--- src/rtl/hazard_stall_unit_pkg.sv ---
// hazard_stall_unit_pkg: scoreboard state encoding, bubble select constant and register-match helper
package hazard_stall_unit_pkg;
  typedef enum logic [1:0] {MC_IDLE = 2'd0, MC_BUSY = 2'd1, MC_DONE = 2'd2} mc_state_e;
  // ID/EX mux select value that loads the NOP bubble
  localparam logic IDEX_NOP_SEL = 1'b1;
  // int x0 is hardwired and never matches; float f0 is a real register
  function automatic logic reg_match(logic [4:0] s, logic s_f, logic [4:0] d, logic d_wi, logic d_wf);
    return s_f ? (d_wf && s == d) : (d_wi && s != 5'd0 && s == d);
  endfunction
endpackage

--- src/rtl/hazard_stall_unit_if.sv ---
// hazard_stall_unit_if: ID/EX hazard inputs and stall/scoreboard outputs; master drives, slave is the unit
interface hazard_stall_unit_if;
  logic [4:0] ID_Rs1, ID_Rs2, ID_frs3, ID_Rd, EX_Rd, mc_rd;
  logic ID_use_rs1, ID_use_rs2, ID_use_rs3, ID_f_rs1, ID_f_rs2;
  logic ID_f_RegWrite, ID_multicycle, ID_flush;
  logic EX_MemRead, EX_RegWrite, EX_f_RegWrite;
  logic PC_stall, IFID_stall, IDEX_bubble, mc_busy, mc_done;
  modport master (
    output ID_Rs1, ID_Rs2, ID_frs3, ID_use_rs1, ID_use_rs2, ID_use_rs3, ID_f_rs1, ID_f_rs2,
           ID_Rd, ID_f_RegWrite, ID_multicycle, ID_flush, EX_MemRead, EX_RegWrite, EX_f_RegWrite, EX_Rd,
    input  PC_stall, IFID_stall, IDEX_bubble, mc_busy, mc_done, mc_rd
  );
  modport slave (
    input  ID_Rs1, ID_Rs2, ID_frs3, ID_use_rs1, ID_use_rs2, ID_use_rs3, ID_f_rs1, ID_f_rs2,
           ID_Rd, ID_f_RegWrite, ID_multicycle, ID_flush, EX_MemRead, EX_RegWrite, EX_f_RegWrite, EX_Rd,
    output PC_stall, IFID_stall, IDEX_bubble, mc_busy, mc_done, mc_rd
  );
endinterface

--- src/rtl/hazard_stall_unit_mc_scoreboard.sv ---
// hazard_stall_unit_mc_scoreboard: one outstanding iterative FPU op; ports clk, reset, issue_i, rd_i -> state_o, rd_o
module hazard_stall_unit_mc_scoreboard
  import hazard_stall_unit_pkg::*;
#(
  parameter int MC_LAT = 16,
  parameter int CNT_W = (MC_LAT > 1) ? $clog2(MC_LAT) : 1
) (
  input  logic       clk,
  input  logic       reset,
  input  logic       issue_i,
  input  logic [4:0] rd_i,
  output mc_state_e  state_o,
  output logic [4:0] rd_o
);
  localparam logic [CNT_W-1:0] LOAD = CNT_W'(MC_LAT - 1);
  mc_state_e state_q;
  logic [CNT_W-1:0] cnt_q;
  logic [4:0] rd_q;
  // BUSY lasts MC_LAT cycles (count LOAD..0), then one DONE writeback cycle
  always_ff @(posedge clk or posedge reset) begin
    if (reset) begin
      state_q <= MC_IDLE;
      cnt_q <= '0;
      rd_q <= '0;
    end else begin
      case (state_q)
        MC_IDLE, MC_DONE: begin
          if (issue_i) begin
            state_q <= MC_BUSY;
            cnt_q <= LOAD;
            rd_q <= rd_i;
          end else begin
            state_q <= MC_IDLE;
          end
        end
        MC_BUSY: begin
          if (cnt_q == '0) state_q <= MC_DONE;
          else cnt_q <= cnt_q - 1'b1;
        end
        default: state_q <= MC_IDLE;
      endcase
    end
  end
  assign state_o = state_q;
  assign rd_o = rd_q;
endmodule

--- src/rtl/hazard_stall_unit.sv ---
// hazard_stall_unit: ID-stage load-use and long-latency FPU hazard stall; ports clk, reset, bus (slave)
module hazard_stall_unit
  import hazard_stall_unit_pkg::*;
#(
  parameter int MC_LAT = 16,
  parameter int CNT_W = (MC_LAT > 1) ? $clog2(MC_LAT) : 1
) (
  input logic clk,
  input logic reset,
  hazard_stall_unit_if.slave bus
);
  mc_state_e state;
  logic [4:0] mc_rd;
  logic busy, load_use, mc_raw, mc_waw, mc_struct, stall, issue;
  hazard_stall_unit_mc_scoreboard #(.MC_LAT(MC_LAT), .CNT_W(CNT_W)) u_sb (
    .clk(clk), .reset(reset), .issue_i(issue), .rd_i(bus.ID_Rd), .state_o(state), .rd_o(mc_rd)
  );
  assign busy = state != MC_IDLE;
  assign load_use = bus.EX_MemRead & (
      (bus.ID_use_rs1 & reg_match(bus.ID_Rs1, bus.ID_f_rs1, bus.EX_Rd, bus.EX_RegWrite, bus.EX_f_RegWrite)) |
      (bus.ID_use_rs2 & reg_match(bus.ID_Rs2, bus.ID_f_rs2, bus.EX_Rd, bus.EX_RegWrite, bus.EX_f_RegWrite)) |
      (bus.ID_use_rs3 & reg_match(bus.ID_frs3, 1'b1, bus.EX_Rd, bus.EX_RegWrite, bus.EX_f_RegWrite)));
  // the pending op only writes the float file, so int sources can never hit it
  assign mc_raw = busy & (
      (bus.ID_use_rs1 & reg_match(bus.ID_Rs1, bus.ID_f_rs1, mc_rd, 1'b0, 1'b1)) |
      (bus.ID_use_rs2 & reg_match(bus.ID_Rs2, bus.ID_f_rs2, mc_rd, 1'b0, 1'b1)) |
      (bus.ID_use_rs3 & reg_match(bus.ID_frs3, 1'b1, mc_rd, 1'b0, 1'b1)));
  assign mc_waw = busy & bus.ID_f_RegWrite & (bus.ID_Rd == mc_rd);
  // DONE frees the iterative unit, so a new op may issue in that cycle
  assign mc_struct = bus.ID_multicycle & (state == MC_BUSY);
  assign stall = (load_use | mc_raw | mc_waw | mc_struct) & ~bus.ID_flush;
  assign issue = bus.ID_multicycle & ~stall & ~bus.ID_flush;
  assign bus.PC_stall = stall;
  assign bus.IFID_stall = stall;
  assign bus.IDEX_bubble = stall ? IDEX_NOP_SEL : ~IDEX_NOP_SEL;
  assign bus.mc_busy = busy;
  assign bus.mc_done = state == MC_DONE;
  assign bus.mc_rd = mc_rd;
endmodule
--- src/flat_wrapper.sv ---
// flat-port wrapper written by rule: the top's interface ports become plain ports
module hazard_stall_unit_flat import hazard_stall_unit_pkg::*;
#(
  parameter int MC_LAT = 16,
  parameter int CNT_W = (MC_LAT > 1) ? $clog2(MC_LAT) : 1
)
  (clk, reset, bus_ID_Rs1, bus_ID_Rs2, bus_ID_frs3, bus_ID_use_rs1, bus_ID_use_rs2, bus_ID_use_rs3, bus_ID_f_rs1, bus_ID_f_rs2, bus_ID_Rd, bus_ID_f_RegWrite, bus_ID_multicycle, bus_ID_flush, bus_EX_MemRead, bus_EX_RegWrite, bus_EX_f_RegWrite, bus_EX_Rd, bus_PC_stall, bus_IFID_stall, bus_IDEX_bubble, bus_mc_busy, bus_mc_done, bus_mc_rd);
  hazard_stall_unit_if bus_i ();
  input logic clk;
  input logic reset;
  input wire logic [$bits(bus_i.ID_Rs1)-1:0] bus_ID_Rs1;
  input wire logic [$bits(bus_i.ID_Rs2)-1:0] bus_ID_Rs2;
  input wire logic [$bits(bus_i.ID_frs3)-1:0] bus_ID_frs3;
  input wire logic [$bits(bus_i.ID_use_rs1)-1:0] bus_ID_use_rs1;
  input wire logic [$bits(bus_i.ID_use_rs2)-1:0] bus_ID_use_rs2;
  input wire logic [$bits(bus_i.ID_use_rs3)-1:0] bus_ID_use_rs3;
  input wire logic [$bits(bus_i.ID_f_rs1)-1:0] bus_ID_f_rs1;
  input wire logic [$bits(bus_i.ID_f_rs2)-1:0] bus_ID_f_rs2;
  input wire logic [$bits(bus_i.ID_Rd)-1:0] bus_ID_Rd;
  input wire logic [$bits(bus_i.ID_f_RegWrite)-1:0] bus_ID_f_RegWrite;
  input wire logic [$bits(bus_i.ID_multicycle)-1:0] bus_ID_multicycle;
  input wire logic [$bits(bus_i.ID_flush)-1:0] bus_ID_flush;
  input wire logic [$bits(bus_i.EX_MemRead)-1:0] bus_EX_MemRead;
  input wire logic [$bits(bus_i.EX_RegWrite)-1:0] bus_EX_RegWrite;
  input wire logic [$bits(bus_i.EX_f_RegWrite)-1:0] bus_EX_f_RegWrite;
  input wire logic [$bits(bus_i.EX_Rd)-1:0] bus_EX_Rd;
  output wire logic [$bits(bus_i.PC_stall)-1:0] bus_PC_stall;
  output wire logic [$bits(bus_i.IFID_stall)-1:0] bus_IFID_stall;
  output wire logic [$bits(bus_i.IDEX_bubble)-1:0] bus_IDEX_bubble;
  output wire logic [$bits(bus_i.mc_busy)-1:0] bus_mc_busy;
  output wire logic [$bits(bus_i.mc_done)-1:0] bus_mc_done;
  output wire logic [$bits(bus_i.mc_rd)-1:0] bus_mc_rd;
  assign bus_i.ID_Rs1 = bus_ID_Rs1;
  assign bus_i.ID_Rs2 = bus_ID_Rs2;
  assign bus_i.ID_frs3 = bus_ID_frs3;
  assign bus_i.ID_use_rs1 = bus_ID_use_rs1;
  assign bus_i.ID_use_rs2 = bus_ID_use_rs2;
  assign bus_i.ID_use_rs3 = bus_ID_use_rs3;
  assign bus_i.ID_f_rs1 = bus_ID_f_rs1;
  assign bus_i.ID_f_rs2 = bus_ID_f_rs2;
  assign bus_i.ID_Rd = bus_ID_Rd;
  assign bus_i.ID_f_RegWrite = bus_ID_f_RegWrite;
  assign bus_i.ID_multicycle = bus_ID_multicycle;
  assign bus_i.ID_flush = bus_ID_flush;
  assign bus_i.EX_MemRead = bus_EX_MemRead;
  assign bus_i.EX_RegWrite = bus_EX_RegWrite;
  assign bus_i.EX_f_RegWrite = bus_EX_f_RegWrite;
  assign bus_i.EX_Rd = bus_EX_Rd;
  assign bus_PC_stall = bus_i.PC_stall;
  assign bus_IFID_stall = bus_i.IFID_stall;
  assign bus_IDEX_bubble = bus_i.IDEX_bubble;
  assign bus_mc_busy = bus_i.mc_busy;
  assign bus_mc_done = bus_i.mc_done;
  assign bus_mc_rd = bus_i.mc_rd;
  hazard_stall_unit #(.MC_LAT(MC_LAT), .CNT_W(CNT_W)) u_core (.clk(clk), .reset(reset), .bus(bus_i));
endmodule
--- config.mk ---
export PLATFORM = sky130hd
export DESIGN_NAME = hazard_stall_unit_flat
export DESIGN_NICKNAME = d
export VERILOG_FILES = /design/src/rtl/hazard_stall_unit_pkg.sv /design/src/rtl/hazard_stall_unit_if.sv /design/src/rtl/hazard_stall_unit_mc_scoreboard.sv /design/src/rtl/hazard_stall_unit.sv /design/src/flat_wrapper.sv
export SDC_FILE = /design/constraint.sdc
export NUM_CORES = 1
export LEC_CHECK = 0
export ABC_AREA = 1
export CORE_ASPECT_RATIO = 0.6
export CORE_MARGIN = 2
export CORE_UTILIZATION = 34
export CTS_BUF_LIST = sky130_fd_sc_hd__clkbuf_16
export DETAILED_ROUTE_END_ITERATION = 10
export SYNTH_ARGS = -nofsm -noshare
export SYNTH_HDL_FRONTEND = slang
export SYNTH_SLANG_ARGS = --single-unit
--- constraint.sdc ---
create_clock -name clk -period 3.2 [get_ports clk]
set_clock_uncertainty 0.05 [all_clocks]
set_input_delay 0.64 -clock clk [delete_from_list [all_inputs] [get_ports clk]]
set_output_delay 0.64 -clock clk [all_outputs]
set_load 0.02 [all_outputs]
==> key figures <==
Synth
  – Syn nets: 275
  – Netlist Area Pre-Place: 1290 sq um
  – Post-Synthesis Cells: 236
  – Compound-Gate Fraction of Synth Area: 8.73%
  – Largest family of logic cells by synthesized area: simple AND/OR/NAND/NOR gates
  – Yosys cell types: 23
  – Share of the synthesized area in the top cell type: 30.3%
  – Post-Syn Area per Cell: 5.47 sq um
  – Post-synthesis adder-cell area fraction: 0.970%
  – Synth area leader: nand2_1
  – Post-Synth XOR/XNOR Area: 2.04%
  – Sequential fraction of the synthesis area: 21.3%
  – Synth Area in Simple Gates: 53.0%
  – Yosys warns: 0
  – Mux contribution to synthesized area: 0%
  – Top cells by area, synth: nand2_1, dfrtp_1, inv_1
  – Seq cells post-synth: 11

Worst setup path
  – WP depth: 12
  – Buffers & Inverters on Critical Path: 3
  – Cell mode on critical path: nand2_1
  – Worst Setup Path Type: primary input to output pin
  – Crit-path cells: clkdlybuf4s50_1 -> inv_2 -> nand2_1 -> nand2_1 -> nor2_1 -> nand2_1 -> nor2_1 -> nand2_1 -> nand3_1 -> nand2_2 -> a21oi_2 -> clkbuf_2
  – Critical Path End: bus_IFID_stall
  – Crit-path max cell delay: 0.55 ns
  – Worst reg2reg startpoint: u_core.u_sb.rd_o[0]
  – CP delay by family, top: buffers and inverters
  – Max FO, Critical Path: 4
  – Worst Setup SP: bus_EX_Rd[2]
  – CP endpoint kind: output pin
  – CP Data Required Time: 2.51 ns
  – Reg2reg path depth: 10
  – Reg-to-reg setup timing slack: 1.42 ns
  – Critical Path AT: 2.29 ns
  – Setup crit start kind: primary input
  – CP max-delay cell: clkdlybuf4s50_1
  – R2r endpoint: u_core.u_sb.cnt_q[1]

Place
  – Final HPWL DP: 3.40 mm
  – IO Port Bufs: 47
  – Area post-placement: 1910 sq um
  – DP Cell Count: 343
  – Global placement routability congestion: 0.931

CTS
  – Hold buffer count at CTS: 0
  – CTS Sinks: 11
  – Postcts setup bufs: 0
  – Register clock-pin slew on the reported worst setup and hold paths: 0.04 ns
  – Clock tree buffer depth: 2
  – CTS buffer count: 3
  – Clock Latency Late Sink: 0.24 ns
  – CTS tree: built
  – CTS root buffer: clkbuf_16
  – H-tree depth: 1

Detailed routing
  – Drt first-iter violations: 108
  – DRT Pass-1 Iters: 4
  – Routed WL per cell: 11.5 um
  – # DRC: 0
  – DR vias/cell: 4.47
  – Routed WL: 4.00 mm
  – Vias: 1,551
  – Detail Route Antenna Nets: 0

Timing
  – Max Slew Vio Count: 0
  – Slew @ Worst Pin: 0.424 ns
  – F_max: 336 MHz
  – RSZ-0062 raised after global routing: no
  – Final period util: 93.1%
  – Setup TNS: 0 ns
  – Final setup violation count: 0
  – Fin. Hold Viols: 0
  – Rel. slew slack: 71.7%
  – Crit path time final: 2.98 ns

Power
  – Max VDD drop: 0.393 mV
  – P per Cell Area: 612 nW/um^2
  – Pwr Total: 1.21 mW
  – Static leakage: 1.09 nW

Global route
  – Initial antenna violation count: 0
  – Gr usage total: 19.3%
  – Largest net degree at the start of global routing: 16
  – Gr ovfl total: 0
  – First-pass GRT wire length: 6.38 mm
  – Number of global-route vias before repair: 1,327

Floorplan
  – Die X: 83.5 um
  – Io pins: 48
  – Site row count: 17
  – Core area: 3660 sq um
  – Die Height: 51.7 um
  – Initial cell density of the core: 35.3%
  – Die Area: 4320 sq um

Worst hold path
  – Hold Path Class: flop to flop

Final layout
  – Antenna cells: 0
  – P&R area growth vs syn: 53.5%
  – Share of cells above drive strength 1: 16.0%
  – Design area: 1980 sq um
  – Fin cells: 347
  – Final nets: 340
  – Finished Core Util: 54.1%

Outcome
  – Status: completed

Run
  – Maxcap violations: 0
## sequential cells by signal (all words and copies together) (netlist names)
name and count:
u_core.u_sb.cnt_q 4, u_core.u_sb.rd_o 5, u_core.u_sb.state_o 2
## final cells by class
class,count,area [sq um]
tap,47,58.8
timing repair buffer,63,576
clock buffer,3,75.1
clock inverter,1,3.75
sequential,11,275
fill,374,1680
inverter,41,154
multi-input combinational,181,838
## power breakdown
group | leakage (nW) | internal (mW) | switching, mW
Clock | 0.0423 | 0.164 | 0.0598
Sequential | 0.133 | 0.206 | 0.0922
Combinational | 0.914 | 0.292 | 0.398
Total | 1.09 | 0.662 | 0.550
## Yosys cell counts (all sizes together)
library cell  instances
nor3                  4
nand2               108
dfrtp                11
nand4                 3
nor2                 28
a21oi                 4
o22ai                 1
xor2                  3
nand3                18
buf                   3
or2                   1
ha                    1
o21ai                 9
o31ai                 1
inv                  41
## placed cells by master, fill, tap and decap left out, types with 2 or more instances in the layout
cell type,netlist,final
a21oi_1,3,2
buf_4,2,16
clkbuf_16,0,3
clkbuf_2,0,3
clkdlybuf4s50_1,0,44
dfrtp_1,11,11
inv_1,32,33
inv_2,9,9
nand2_1,104,104
nand2_2,4,4
nand3_1,14,14
nand3_2,3,3
nand4_1,3,3
nor2_1,28,28
nor3_1,4,4
o21ai_0,2,2
o21ai_2,6,6
xor2_1,3,3
## per-layer routing
metal | up-vias | wire (um) | GRT usage (%)
met3 | 2 | 377 | 4.92
met4 | 0 | 16 | 3.23
met5 | - | 0 | 0
met2 | 56 | 1350 | 24.6
li1 | 846 | - | -
met1 | 647 | 2260 | 31.5
## metrics by stage
stage	hold WS, ns	worst slack, ns
2_1_floorplan	0.383	0.649
3_3_place_gp	0.398	-0.250
3_5_place_dp	0.400	-0.272
4_1_cts	0.405	0.0308
5_1_grt	0.445	0.0735
6_report	0.406	0.222
## cells by family after synthesis
logic type,Yosys count
AOI/OAI and AO/OA,15
xor gates and xnor gates,3
adders and majority gates,1
buffers and inverters,44
DFF,11
and+or+nand+nor,162
## how the worst min path moves through the flow
stage                           startpoint                endpoint  slack, ns  cells after the start
CTS                 u_core.u_sb.state_o[1]  u_core.u_sb.state_o[1]       0.41                      1
detailed placement  u_core.u_sb.state_o[1]  u_core.u_sb.state_o[1]       0.40                      1
global route        u_core.u_sb.state_o[1]  u_core.u_sb.state_o[1]       0.45                      1
finish              u_core.u_sb.state_o[1]  u_core.u_sb.state_o[1]       0.41                      1
global placement    u_core.u_sb.state_o[1]  u_core.u_sb.state_o[1]       0.40                      1
floorplan           u_core.u_sb.state_o[1]  u_core.u_sb.state_o[1]       0.38                      1
## repair_timing
| item | in CTS | in global routing |
|---|---|---|
| cloned | 0 | 0 |
| endpoints found under the setup margin | 3 | 3 |
| resized for setup | 3 | 7 |
| pin swaps | 0 | 0 |
Power figures use the tool's default switching activity.
